==> src/rtl/id_stage.sv <==
// id_stage: single-entry RV instruction decode stage.
// Splits a 32-bit instruction into its fields, classifies the format,
// builds the sign-extended immediate, and holds the result in an output
// register until downstream takes it. Also keeps two statistics counters.
//
// Handshake: a transfer happens on a rising edge where the valid side and
// the ready side are both high. in_ready may depend on out_ready in the
// same cycle, so downstream may use its ready to let a new instruction in
// while the current one leaves. While out_valid is high and out_ready is
// low, every output holds its value. flush drops the held instruction,
// and any instruction offered in the same cycle. A dropped instruction
// never counts as a transfer out.
module id_stage #(
    parameter int XLEN      = 32,
    parameter bit EN_ATOMIC = 1'b1,
    parameter bit EN_SYSTEM = 1'b1,
    parameter int CNT_W     = 16
) (
    input  logic             clk,
    input  logic             rst_n,
    input  logic             flush,
    input  logic             in_valid,
    output logic             in_ready,
    input  logic [31:0]      input_instruction,
    output logic             out_valid,
    input  logic             out_ready,
    output logic [6:0]       opcode,
    output logic [4:0]       rd,
    output logic [4:0]       rs1,
    output logic [4:0]       rs2,
    output logic [2:0]       func3,
    output logic [6:0]       func7,
    output logic [XLEN-1:0]  imm,
    output logic [2:0]       op_type,
    output logic             illegal,
    output logic [CNT_W-1:0] decoded_count,
    output logic [CNT_W-1:0] illegal_count
);

    localparam logic [2:0] OP_R   = 3'd0;
    localparam logic [2:0] OP_I   = 3'd1;
    localparam logic [2:0] OP_S   = 3'd2;
    localparam logic [2:0] OP_B   = 3'd3;
    localparam logic [2:0] OP_U   = 3'd4;
    localparam logic [2:0] OP_J   = 3'd5;
    localparam logic [2:0] OP_ILL = 3'd7;

    logic             r_out_valid;
    logic [6:0]       r_opcode;
    logic [4:0]       r_rd;
    logic [4:0]       r_rs1;
    logic [4:0]       r_rs2;
    logic [2:0]       r_func3;
    logic [6:0]       r_func7;
    logic [XLEN-1:0]  r_imm;
    logic [2:0]       r_op_type;
    logic             r_illegal;
    logic [CNT_W-1:0] r_decoded_count;
    logic [CNT_W-1:0] r_illegal_count;

    logic             w_in_ready;
    logic             w_xfer_in;
    logic             w_xfer_out;
    logic [2:0]       w_op_type;
    logic             w_illegal;
    logic [31:0]      w_imm32;
    logic [XLEN-1:0]  w_imm;

    // Stage is free when empty or draining; flush and reset block new input.
    always_comb begin
        w_in_ready = (!r_out_valid || out_ready) && !flush && rst_n;
        w_xfer_in  = in_valid && w_in_ready;
        w_xfer_out = r_out_valid && out_ready && !flush;
    end

    // Classify the instruction format from its opcode.
    always_comb begin
        w_op_type = OP_ILL;
        w_illegal = 1'b1;
        case (input_instruction[6:0])
            7'b0110011: begin
                w_op_type = OP_R;
                w_illegal = 1'b0;
            end
            7'b0010011, 7'b0000011, 7'b1100111: begin
                w_op_type = OP_I;
                w_illegal = 1'b0;
            end
            7'b0100011: begin
                w_op_type = OP_S;
                w_illegal = 1'b0;
            end
            7'b1100011: begin
                w_op_type = OP_B;
                w_illegal = 1'b0;
            end
            7'b0010111, 7'b0110111: begin
                w_op_type = OP_U;
                w_illegal = 1'b0;
            end
            7'b1101111: begin
                w_op_type = OP_J;
                w_illegal = 1'b0;
            end
            7'b1110011: begin
                if (EN_SYSTEM) begin
                    w_op_type = OP_I;
                    w_illegal = 1'b0;
                end
            end
            7'b0101111: begin
                if (EN_ATOMIC) begin
                    w_op_type = OP_R;
                    w_illegal = 1'b0;
                end
            end
            default: begin
                w_op_type = OP_ILL;
                w_illegal = 1'b1;
            end
        endcase
    end

    // Assemble the 32-bit immediate, then sign-extend bit 31 up to XLEN.
    always_comb begin
        w_imm32 = 32'd0;
        case (w_op_type)
            OP_I: w_imm32 = {{20{input_instruction[31]}}, input_instruction[31:20]};
            OP_S: w_imm32 = {{20{input_instruction[31]}}, input_instruction[31:25],
                             input_instruction[11:7]};
            OP_B: w_imm32 = {{20{input_instruction[31]}}, input_instruction[7],
                             input_instruction[30:25], input_instruction[11:8], 1'b0};
            OP_U: w_imm32 = {input_instruction[31:12], 12'd0};
            OP_J: w_imm32 = {{12{input_instruction[31]}}, input_instruction[19:12],
                             input_instruction[20], input_instruction[30:21], 1'b0};
            default: w_imm32 = 32'd0;
        endcase
        w_imm = '0;
        w_imm[31:0] = w_imm32;
        for (int i = 32; i < XLEN; i++) begin
            w_imm[i] = w_imm32[31];
        end
    end

    // Output register and counters; reset beats flush, flush beats input.
    always_ff @(posedge clk) begin
        if (!rst_n) begin
            r_out_valid     <= 1'b0;
            r_opcode        <= '0;
            r_rd            <= '0;
            r_rs1           <= '0;
            r_rs2           <= '0;
            r_func3         <= '0;
            r_func7         <= '0;
            r_imm           <= '0;
            r_op_type       <= '0;
            r_illegal       <= 1'b0;
            r_decoded_count <= '0;
            r_illegal_count <= '0;
        end else if (flush) begin
            r_out_valid <= 1'b0;
        end else begin
            if (w_xfer_out) begin
                r_decoded_count <= r_decoded_count + CNT_W'(1);
                if (r_illegal && (r_illegal_count != {CNT_W{1'b1}})) begin
                    r_illegal_count <= r_illegal_count + CNT_W'(1);
                end
            end
            if (w_xfer_in) begin
                r_out_valid <= 1'b1;
                r_opcode    <= input_instruction[6:0];
                r_rd        <= input_instruction[11:7];
                r_func3     <= input_instruction[14:12];
                r_rs1       <= input_instruction[19:15];
                r_rs2       <= input_instruction[24:20];
                r_func7     <= input_instruction[31:25];
                r_imm       <= w_imm;
                r_op_type   <= w_op_type;
                r_illegal   <= w_illegal;
            end else if (out_ready) begin
                r_out_valid <= 1'b0;
            end
        end
    end

    assign in_ready      = w_in_ready;
    assign out_valid     = r_out_valid;
    assign opcode        = r_opcode;
    assign rd            = r_rd;
    assign rs1           = r_rs1;
    assign rs2           = r_rs2;
    assign func3         = r_func3;
    assign func7         = r_func7;
    assign imm           = r_imm;
    assign op_type       = r_op_type;
    assign illegal       = r_illegal;
    assign decoded_count = r_decoded_count;
    assign illegal_count = r_illegal_count;

endmodule

==> config.mk <==
export PLATFORM = sky130hd
export DESIGN_NAME = id_stage
export DESIGN_NICKNAME = d
export VERILOG_FILES = /design/src/rtl/id_stage.sv
export SDC_FILE = /design/constraint.sdc
export NUM_CORES = 1
export LEC_CHECK = 0
export BUFFER_PORTS_ARGS = -buffer_cell sky130_fd_sc_hd__clkbuf_2
export CAP_MARGIN = 20
export CORE_ASPECT_RATIO = 0.7
export CORE_UTILIZATION = 45
export DETAILED_ROUTE_END_ITERATION = 7
export GPL_ROUTABILITY_DRIVEN = 0
export PLACE_DENSITY = 0.68
export SLEW_MARGIN = 20
export SYNTH_ARGS = -nofsm -noshare
export SYNTH_HDL_FRONTEND = slang
export SYNTH_SLANG_ARGS = --single-unit
export TNS_END_PERCENT = 30
==> constraint.sdc <==
create_clock -name clk -period 3.3 [get_ports clk]
set_input_delay 0.99 -clock clk [delete_from_list [all_inputs] [get_ports clk]]
set_output_delay 0.99 -clock clk [all_outputs]
set_load 0.01 [all_outputs]
==> results.txt, run 1 <==
The run finished with clean final reports. The area fraction of the dominant cell type after synthesis is slightly below 50%. TritonCTS built the clock tree.

The most used flip-flop cell after synthesis is sky130_fd_sc_hd__dfxtp_1. In the layout the commonest cells are sky130_fd_sc_hd__clkbuf_2, sky130_fd_sc_hd__nand2_1, sky130_fd_sc_hd__dfxtp_1. The half-perimeter wire length after placement is a little over 8 mm. The maximum fanout along the worst path is 12. The largest vdd supply drop came out at 277.7 uV. The fraction of layout cells with a size suffix above 1 is between 20% and 30%.

The post-synthesis xor/xnor area fraction came out at under 10%. The post-layout net count is approximately 660. The via count of the routed design came out at about 4000. Setup repair after global routing left no endpoint under its margin. Input and output buffers added on the ports amount to 138. The share of synthesized area spent on multiplexers came out at less than 1%. The largest total area in the synthesized netlist belongs to sky130_fd_sc_hd__dfxtp_1. The initial utilization of the core area, before any placement, comes to 47.85%. After synthesis, the largest family of logic cells by area is simple AND/OR/NAND/NOR gates. The first TritonRoute pass finished after 5 iterations. After floorplanning, the core was sized to cover 0.008723 mm^2. The clock latency on the worst-skew pair is about 0.34 ns. The maximum root-to-sink buffer count is 2. Pin placement for this block handled roughly 140 I/O pins.

Row generation in the floorplan step produced 28 rows. The post-cts gate resize count is 0. The maximum achievable frequency is between 300 and 400 MHz. The total overflow reported by the global router is 0. The number of DRC markers in iteration 0 is 226.

STA puts the critical path data required time at roughly 2.3 ns. The number of global-route vias before repair was about 3500. The count of yosys warnings during synthesis is 0. The setup TNS came out at 0 ns. Counting flops and latches in the post-synthesis netlist gives 101. The worst hold path belongs to the class flip-flop to flip-flop. In this run the static leakage power is roughly 2.2 nW. The share of synthesized cell area in full adder, half adder and majority cells is less than 1%. For this run, asynchronously set or reset flops after synthesis account for 0%.

The time the final worst path needs with I/O delays and setup is approximately 2.5 ns. The maximum number of pins on one net before global-route repair came out at 66. The met2 layer wire length in the routed design is slightly above 5 mm. The nature of the critical path endpoint is an output pin. The number of routed nets with antenna violations is 0.

Of the total synthesized cell area, the portion taken by AND, OR, NAND and NOR gates is between 20% and 30%. The tightest slew margin relative to the limit came out at 49.44%. The total die area is between 0.009 and 0.01 mm^2. A synthesized cell averages roughly 8.5 um^2.

The sequential cell area in the final layout came out at slightly above 0.002 mm^2. By startpoint and endpoint, the worst setup path is classified as input pin to output pin. The root buffer cell is sky130_fd_sc_hd__clkbuf_16. The hold buffer count at CTS came out at 0.

The area of the mapped netlist is approximately 0.0042 mm^2. In the final routing, the length of wire on met1 measures roughly 5.5 mm. Routed signal wires occupy layers up through met4. The number of buffers created by CTS came out at 9. The slew at the pin with the worst max-slew slack came out at about 0.75 ns.

The number of distinct library cells after synthesis came out at 58. In this run the register-to-register setup slack is 1.22 ns. The floorplan die height is just over 80 um.

The routed via count divided by cell count came out at about 5.4. The die is ~120 um wide. The first-pass GRT wire length came out at 17.68 mm. For this design the ratio of total power to cell area is about 460 mW/mm^2. The worst clock skew is 0.004049 ns. The post-CTS setup-driven buffer insertion count came out at 0. The antenna diode instance count came out at 0.

The initial antenna violation count came out at 0. The library cell used most frequently in the layout, excluding fill and tap cells, is sky130_fd_sc_hd__clkbuf_2. The final wirelength is 11.42 mm.

The post-route worst hold slack came out at around 0.45 ns. The aggregate global-route resource usage came out at 24.37%. The worst setup path is launched from an input pin.

The final number of setup-violating endpoints is 0. The post-synthesis to final-layout area growth came out at 25.24%. The number of failing hold endpoints at the final stage came out at 0. The critical path arrival came out at 1.55 ns. The detail-routed net length per standard cell is between 15 and 20 um. The filler cell count in the final layout came out at 834. The final max-slew violation count was 0.

The H-tree depth came out at 3. Yosys attributes the largest share of cell area to sky130_fd_sc_hd__dfxtp_1, sky130_fd_sc_hd__nand2_1, sky130_fd_sc_hd__a21oi_1. Wire segments on met3 add up to 717 um in the final route.

Summing the areas of all compound-gate instances in the mapped netlist gives 16.61% of the synthesized area. The clock-pin slew of the registers on the worst-case setup and hold paths came out at about 0.06 ns. The number of synthesized flops with an enable pin came out at 0. The combined area of the multi-input logic cells came out at approximately 0.0020 mm^2. The clock drives approximately 100 sinks. Counting every net in the synthesized netlist gives 531. The final worst-path cycle share came out at between 70% and 80%. The DRC violations left came out at 0. The count of maximum capacitance violations came out at 0. Synthesis produced roughly 490 cells. The fraction of the yosys area taken by sequential cells came out at 48.44%.
## stage by stage
stage                     utilization [%]  total power [mW]  cells  cell area, um^2  setup WS, ns
after global placement              56.73             1.436    727             4949        0.6894
after detailed placement            56.73             1.440    727             4949        0.6209
after floorplan                         -             1.364    492             4174        0.8282
after CTS                           59.93             2.432    742             5228        0.7624
final                               59.93             2.407    742             5228        0.7640
after global routing                59.93             2.510    742             5228        0.6934
## sequential cells by signal, indices dropped and copies added (netlist names)
signal / flops
imm: 32
decoded_count: 16
illegal_count: 16
func7: 7
opcode: 7
rd: 5
rs1: 5
rs2: 5
func3: 3
op_type: 3
illegal: 1
out_valid: 1
## routing by layer
layer  global-route usage [%]  vias to the layer above
met5                        0                        -
met4                    7.215                        0
met3                    5.985                       10
met2                    37.28                      135
met1                    33.96                     1907
li1                         -                     1972
## cell usage after synthesis (all sizes together), types with 3 or more instances
cell type / instances
a22o: 6
clkbuf: 20
nand4: 8
xnor2: 13
or3: 8
inv: 11
a21o: 4
dfxtp: 101
o21ai: 21
buf: 8
nor2: 30
nand3b: 4
nand2: 109
xor2: 6
nor3: 8
nor4: 4
a31oi: 4
nand3: 20
a21oi: 47
nor3b: 4
nor4b: 3
and3: 8
o211ai: 5
a221o: 11
## cells by family (layout without fill, tap and decap cells)
| group | after synthesis | count (layout) |
|---|---|---|
| and+or+nand+nor | 220 | 220 |
| AOI/OAI and AO/OA | 109 | 109 |
| DFF | 101 | 101 |
| buffers and inverters | 39 | 169 |
| xor gates and xnor gates | 19 | 19 |
| adders and majority gates | 2 | 2 |
| muxes | 2 | 2 |
## critical path, cell delays in order
cell                       delay (ns)
sky130_fd_sc_hd__clkbuf_2        0.22
sky130_fd_sc_hd__nand2_1         0.11
sky130_fd_sc_hd__nor2_1          0.09
sky130_fd_sc_hd__clkbuf_2        0.13
## final timing paths
path,startpoint,to,cells past startpoint
max reg2reg,illegal_count[5]$_SDFFE_PN0P_,illegal_count[0]$_SDFFE_PN0P_,5
min reg2reg,rd[1]$_SDFFE_PN0P_,rd[1]$_SDFFE_PN0P_,2
max,rst_n,in_ready,4
min,rd[1]$_SDFFE_PN0P_,rd[1]$_SDFFE_PN0P_,2
## cell type report
type / count / area share, %
timing repair buffer: 143 / 13.93
inverter: 11 / 0.7899
clock inverter: 1 / 0.09574
multi-input combinational: 352 / 38.39
tap: 120 / 2.872
sequential: 101 / 38.68
clock buffer: 14 / 5.242
## power by group
| group | total [mW] | switching (mW) | internal, mW |
|---|---|---|---|
| Clock | 0.994 | 0.425 | 0.568 |
| Combinational | 0.164 | 0.109 | 0.0557 |
| Sequential | 1.25 | 0.0109 | 1.24 |
| Total | 2.41 | 0.545 | 1.86 |
Note: power is estimated with default switching activity, not from simulation.
==> run 2: changes to the inputs <==
PLACE_DENSITY = 0.71   (was 0.68)
clock period = 2.2 ns   (was 3.3 ns; I/O delays follow)
==> run 2 against run 1 <==
Power rose by 48%. Sequential cell count did not move. Sequential power increased by 50%. Register-to-register slack worse by 0.90 ns. Hold slack hardly changed. Worst setup slack got worse by 0.50 ns. Via count is 0.35% lower. First-iteration DRC count up 3.1%. Combinational power grew 61%. Non-clock buffer count rose by 19.
==> results.txt, run 2 (synthesis results as in run 1) <==
The maximum root-to-sink buffer count came to 2 (unchanged). The clock latency on the worst-skew pair is 0.34 ns (about the same). The clock tree from TritonCTS is yes (unchanged).

The final number of setup-violating endpoints was 0 (unchanged). The nature of the critical path endpoint is a flip-flop (was output pin). The number of flip-flops in the largest register came out at 32 (unchanged). The worst clock skew came out at 0.004385 ns (was 0.004049 ns). The routed via count divided by cell count came out at 5.262 (was 5.423). The post-route worst hold slack came out at 0.4521 ns (was 0.4523 ns).

The power density over the cells came out at 660.6 mW/mm^2 (was 460.5 mW/mm^2). The part of the total power dissipated in sequential elements is 52.7% (was 51.9%). The cell with the largest stage delay on the worst path was sky130_fd_sc_hd__or3b_1 (was sky130_fd_sc_hd__clkbuf_2). The reported leakage power is 2.274 nW (was 2.187 nW).

The initial core utilization came out at 47.85% (unchanged). The most common cell after layout, fill and taps aside was sky130_fd_sc_hd__clkbuf_2 (unchanged). The number of routed nets with antenna violations was 0 (unchanged). The detail-routed net length per standard cell is 14.64 um (was 15.38 um).

The count of maximum capacitance violations came out at 0 (unchanged). The initial antenna violation count was 0 (unchanged). The DRC violations left is 0 (unchanged). The required arrival time at the worst endpoint is 2.48 ns (was 2.31 ns).

The combinational share of power came out at 7.4% (was 6.8%). The placeable core region was 0.008723 mm^2 (unchanged). The number of top-level pins is 139 (unchanged). The maximum number of pins on one net before global-route repair was 57 (was 66). RSZ-0062 raised after global routing: false (unchanged).

The slew at the pin with the worst max-slew slack came out at 0.4712 ns (was 0.7543 ns). The antenna diode instance count was 0 (unchanged). The via count of the routed design was 4010 (was 4024).

Run status: complete, no violations (unchanged). The clock-pin slew of the registers on the worst-case setup and hold paths came out at 0.07 ns (was 0.06 ns). The die width is 117.1 um (unchanged).

The H-tree depth is 3 (unchanged). Highest-count cells in the layout ignoring fill and taps: sky130_fd_sc_hd__clkbuf_2, sky130_fd_sc_hd__nand2_1, sky130_fd_sc_hd__dfxtp_1 (unchanged). The worst min-delay path category is flip-flop to flip-flop (unchanged).

The number of failing hold endpoints at the final stage is 0 (unchanged). The total overflow reported by the global router came out at 0 (unchanged). The post-synthesis to final-layout area growth came to 28.84% (was 25.24%).

The final total power was 3.552 mW (was 2.407 mW). The root buffer cell was sky130_fd_sc_hd__clkbuf_16 (unchanged). The maximum fanout along the worst path came out at 14 (was 12). The floorplan die height is 82.58 um (unchanged). The number of buffers created by CTS came out at 9 (unchanged).

The fraction of layout cells with a size suffix above 1 is 29.91% (was 27.81%). The first-pass GRT wire length came out at 17.44 mm (was 17.68 mm). The largest vdd supply drop is 351.6 uV (was 277.7 uV). Critical-path cell list: clkbuf_2 > or3b_1 > a21oi_1 > o21ai_1 > a21oi_2 > a22o_1 (was clkbuf_2 > nand2_1 > nor2_1 > clkbuf_2). The aggregate global-route resource usage came to 23.84% (was 24.37%). The post-CTS setup-driven buffer insertion count is 0 (unchanged).

The count of buffers from port buffering came out at 138 (unchanged). The share of power burned in the clock network is 39.9% (was 41.3%). The post-layout net count is 676 (was 657). The hold buffer count at CTS came to 0 (unchanged). The total die area is 0.009671 mm^2 (unchanged).

The critical path start-end classification was input pin to flip-flop (was input pin to output pin). The cell internal power dissipation came to 2.720 mW (was 1.862 mW). The number of global-route vias before repair came out at 3448 (was 3479). The tightest slew margin relative to the limit was 68.59% (was 49.44%). The critical path arrival came out at 2.22 ns (was 1.55 ns). The startpoint kind of the worst setup timing path was an input pin (unchanged).

The number of clock sinks came to 101 (unchanged). The maximum achievable frequency came out at roughly 520 MHz. The final max-slew violation count is 0 (unchanged). The biggest cell delay along the critical path came out at 0.41 ns (was 0.22 ns).

The final worst-path cycle share came out at between 80% and 90%. The time the final worst path needs with I/O delays and setup came out at ~1.9 ns. The net load switching power is 0.8324 mW (was 0.5450 mW). The half-perimeter wire length after placement came to 8.184 mm (was 8.192 mm). The number of DRC markers in iteration 0 came to 233 (was 226).

The total number of placement rows came out at 28 (unchanged). The final wirelength was 11.16 mm (was 11.42 mm). The share of total power consumed by net switching is 23.43% (was 22.64%). The post-cts gate resize count came out at 0 (unchanged). The detailed-routing iteration count for the pre-antenna-repair pass is 4 (was 5).
## run 2: routing by layer
metal / up-vias / share of wire, % / global-route usage (%)
li1: 2010 / - / -
met1: 1850 / 49 / 33.80
met2: 143 / 43 / 35.74
met3: 7 / 7.1 / 5.912
met4: 0 / 0.72 / 6.835
met5: - / 0 / 0
## run 2: power groups by stage
stage	Sequential, mW	Clock, mW	Combinational [mW]
after CTS	1.87	1.45	0.263
after floorplan	1.93	0	0.120
after global routing	1.87	1.54	0.289
final	1.87	1.42	0.264
after global placement	1.91	0	0.258
after detailed placement	1.91	0	0.262
## run 2: final timing paths
check / end / cells past startpoint / start / slack [ns]
hold / removal: imm[1]$_SDFFE_PN0P_ / 2 / imm[1]$_SDFFE_PN0P_ / 0.45
setup / recovery: imm[5]$_SDFFE_PN0P_ / 6 / input_instruction[2] / 0.26
setup reg to reg: illegal_count[15]$_SDFFE_PN0P_ / 5 / illegal_count[2]$_SDFFE_PN0P_ / 0.32
hold reg to reg: imm[1]$_SDFFE_PN0P_ / 2 / imm[1]$_SDFFE_PN0P_ / 0.45
## run 2: worst max-delay path, delay by kind of cell
kind                   cells  cell delay [ns]
AOI/OAI and AO/OA          4             0.95
buffers and inverters      1             0.19
and+or+nand+nor            1             0.41
## run 2: layout make-up
cell class                      instances  area, um^2
Clock buffer                           12       236.5
Clock inverter                          4       25.02
Fill cell                             784        3346
Inverter                               11       41.29
Multi-Input combinational cell        352        2007
Sequential cell                       101        2022
Tap cell                              120       150.1
Timing Repair Buffer                  162       895.9
## run 2: through the flow
| step | area (um^2) | worst slack, ns | setup TNS (ns) | utilization, % | std cells |
|---|---|---|---|---|---|
| after floorplan | 4174 | 0.06975 | 0 | - | 492 |
| after global routing | 5378 | 0.1755 | 0 | 61.65 | 762 |
| after CTS | 5378 | 0.2952 | 0 | 61.65 | 762 |
| after detailed placement | 5116 | -0.03491 | -0.3025 | 58.65 | 746 |
| final | 5378 | 0.2633 | 0 | 61.65 | 762 |
| after global placement | 5116 | 0.01206 | 0 | 58.65 | 746 |
==> run 3: changes to the inputs <==
RECOVER_POWER = 100   (was not set)
==> run 3 against run 2 <==
Clock-buffer cell count is the same. Clock power is essentially flat. First-iteration DRC count grew 19%. Critical endpoint is now imm[2]$_SDFFE_PN0P_. Highest routed layer unchanged.
==> results.txt, run 3 (synthesis results as in run 1) <==
The nature of the critical path endpoint was a flip-flop (unchanged). The initial core utilization is 47.85% (unchanged). The largest vdd supply drop is 356.5 uV (was 351.6 uV). The post-synthesis to final-layout area growth came out at 24.16% (was 28.84%). The cell area after layout came out at 0.005182 mm^2 (was 0.005378 mm^2). The clock tree from TritonCTS is yes (unchanged). The final setup slack of the worst path is 0.1782 ns (was 0.2633 ns).

The required arrival time at the worst endpoint came out at 2.47 ns (was 2.48 ns). The part of the total power dissipated in sequential elements is 52.8% (was 52.7%). The detailed-routing iteration count for the pre-antenna-repair pass came to 5 (was 4). The clock-pin slew of the registers on the worst-case setup and hold paths came out at 0.07 ns (about the same). Highest-count cells in the layout ignoring fill and taps: sky130_fd_sc_hd__clkbuf_1, sky130_fd_sc_hd__nand2_1, sky130_fd_sc_hd__dfxtp_1 (was sky130_fd_sc_hd__clkbuf_2, sky130_fd_sc_hd__nand2_1, sky130_fd_sc_hd__dfxtp_1). The half-perimeter wire length after placement came to 8.184 mm (unchanged). The DRC violations left is 0 (unchanged).

The post-cts gate resize count is 0 (unchanged). The number of failing hold endpoints at the final stage came to 0 (unchanged). The biggest cell delay along the critical path is 0.62 ns (was 0.41 ns).

The final number of setup-violating endpoints is 0 (unchanged). The placeable core region is 0.008723 mm^2 (unchanged). The hold buffer count at CTS is 0 (unchanged). The worst slack at placement is -0.03491 ns (unchanged). The combinational share of power is 7.0% (was 7.4%). The clock latency on the worst-skew pair was 0.34 ns (about the same). The number of DRC markers in iteration 0 was 278 (was 233). The total number of placement rows came out at 28 (unchanged). The count of maximum capacitance violations came out at 0 (unchanged).

The time the final worst path needs with I/O delays and setup came out at 2.022 ns (was 1.937 ns). The final max-slew violation count came to 0 (unchanged). The filler cell count in the final layout is 850 (was 784). The worst clock skew is 0.005037 ns (was 0.004385 ns). The final core utilization is 59.41% (was 61.65%).

The maximum number of pins on one net before global-route repair is 57 (unchanged). The total die area came to 0.009671 mm^2 (unchanged). The placed cell area came to 0.005116 mm^2 (unchanged).

The initial antenna violation count is 0 (unchanged). The detail-routed net length per standard cell is 14.74 um (was 14.64 um). RSZ-0062 raised after global routing: false (unchanged).

The final total power is 3.543 mW (was 3.552 mW). The share of power burned in the clock network is 40.1% (was 39.9%). The post-CTS setup-driven buffer insertion count is 0 (unchanged). The slew at the pin with the worst max-slew slack was 0.6420 ns (was 0.4712 ns). The critical path start-end classification is input pin to flip-flop (unchanged).

The count of buffers from port buffering came to 138 (unchanged). The root buffer cell is sky130_fd_sc_hd__clkbuf_16 (unchanged). The number of buffers created by CTS came to 9 (unchanged). The power density over the cells was 683.7 mW/mm^2 (was 660.6 mW/mm^2). The via count of the routed design was 4013 (was 4010). The fraction of layout cells with a size suffix above 1 was 12.15% (was 29.91%).

The critical path arrival came out at 2.29 ns (was 2.22 ns). The tightest slew margin relative to the limit is 57.09% (was 68.59%). The number of routed nets with antenna violations is 0 (unchanged). The floorplan die height came out at 82.58 um (unchanged).

The first-pass GRT wire length came out at 17.44 mm (unchanged). The die width came out at 117.1 um (unchanged). The final wirelength is 11.23 mm (was 11.16 mm). The routed via count divided by cell count is 5.266 (was 5.262). Critical-path cell list: clkbuf_2 > nand3b_1 > nor4b_2 > clkbuf_1 > nand2_1 > a21o_1 > a21oi_1 (was clkbuf_2 > or3b_1 > a21oi_1 > o21ai_1 > a21oi_2 > a22o_1). The H-tree depth is 3 (unchanged). The net load switching power is 0.8355 mW (was 0.8324 mW).

The post-layout net count is 676 (unchanged). The combined area of the multi-input logic cells is 0.001974 mm^2 (was 0.002007 mm^2). The cell internal power dissipation was 2.708 mW (was 2.720 mW). The number of top-level pins is 139 (unchanged). The final worst-path cycle share came out at 91.90% (was 88.03%).

The share of total power consumed by net switching was 23.58% (was 23.43%). The number of global-route vias before repair is 3448 (unchanged). The number of clock sinks came out at 101 (unchanged). The startpoint kind of the worst setup timing path was an input pin (unchanged). Run status: complete, no violations (unchanged).

The aggregate global-route resource usage is 23.84% (unchanged). The worst min-delay path category is flip-flop to flip-flop (unchanged). The maximum achievable frequency came to 494.6 MHz (was 516.3 MHz). The sequential cell area in the final layout is 0.002022 mm^2 (unchanged). The cell with the largest stage delay on the worst path is sky130_fd_sc_hd__nor4b_2 (was sky130_fd_sc_hd__or3b_1).

The number of flip-flops in the largest register was 32 (unchanged). The maximum root-to-sink buffer count is 2 (unchanged). The antenna diode instance count came out at 0 (unchanged). The maximum fanout along the worst path is 8 (was 14).

The most common cell after layout, fill and taps aside was sky130_fd_sc_hd__clkbuf_1 (was sky130_fd_sc_hd__clkbuf_2). The total overflow reported by the global router is 0 (unchanged). The reported leakage power is 1.888 nW (was 2.274 nW).
-- run 3: cell types whose count changed in the layout (fill, tap and decap cells not counted), sizes merged --
cell,change
buf,-8
clkbuf,+8
-- run 3: metal layers --
layer	track usage [%]	share of wire, %	up-vias
met1	33.80	49	1880
met2	35.74	43	125
met4	6.835	0.74	0
li1	-	-	2001
met3	5.912	6.9	7
met5	0	0	-
-- run 3: final timing paths --
kind,from,end,slack [ns],cells past startpoint
max,input_instruction[3],imm[2]$_SDFFE_PN0P_,0.18,7
min,imm[1]$_SDFFE_PN0P_,imm[1]$_SDFFE_PN0P_,0.45,2
max reg2reg,illegal_count[2]$_SDFFE_PN0P_,illegal_count[15]$_SDFFE_PN0P_,0.28,5
min reg2reg,imm[1]$_SDFFE_PN0P_,imm[1]$_SDFFE_PN0P_,0.45,2
-- run 3: metrics by stage --
step / instances / setup TNS [ns] / hold slack [ns]
after detailed placement: 746 / -0.3025 / 0.4459
final: 762 / 0 / 0.4523
after global routing: 762 / 0 / 0.4700
after global placement: 746 / 0 / 0.4404
after floorplan: 492 / 0 / 0.4747
after CTS: 762 / 0 / 0.4552
-- run 3: power groups by stage --
stage / combinational [mW] / clock, mW / sequential [mW]
after floorplan: 0.120 / 0 / 1.93
after global placement: 0.258 / 0 / 1.91
after detailed placement: 0.262 / 0 / 1.91
final: 0.249 / 1.42 / 1.87
after CTS: 0.263 / 1.45 / 1.87
after global routing: 0.274 / 1.54 / 1.87
-- run 3: layout make-up --
type / instances / share of cell area, %
multi-input combinational: 352 / 38.10
tap: 120 / 2.897
clock buffer: 12 / 4.563
timing repair buffer: 162 / 14.15
clock inverter: 4 / 0.4829
sequential: 101 / 39.01
inverter: 11 / 0.7967
-- run 3: worst max-delay path, delay by kind of cell --
kind | cells | cell delay (ns)
simple gates | 3 | 0.94
buf+inv | 2 | 0.39
compound gates | 2 | 0.30
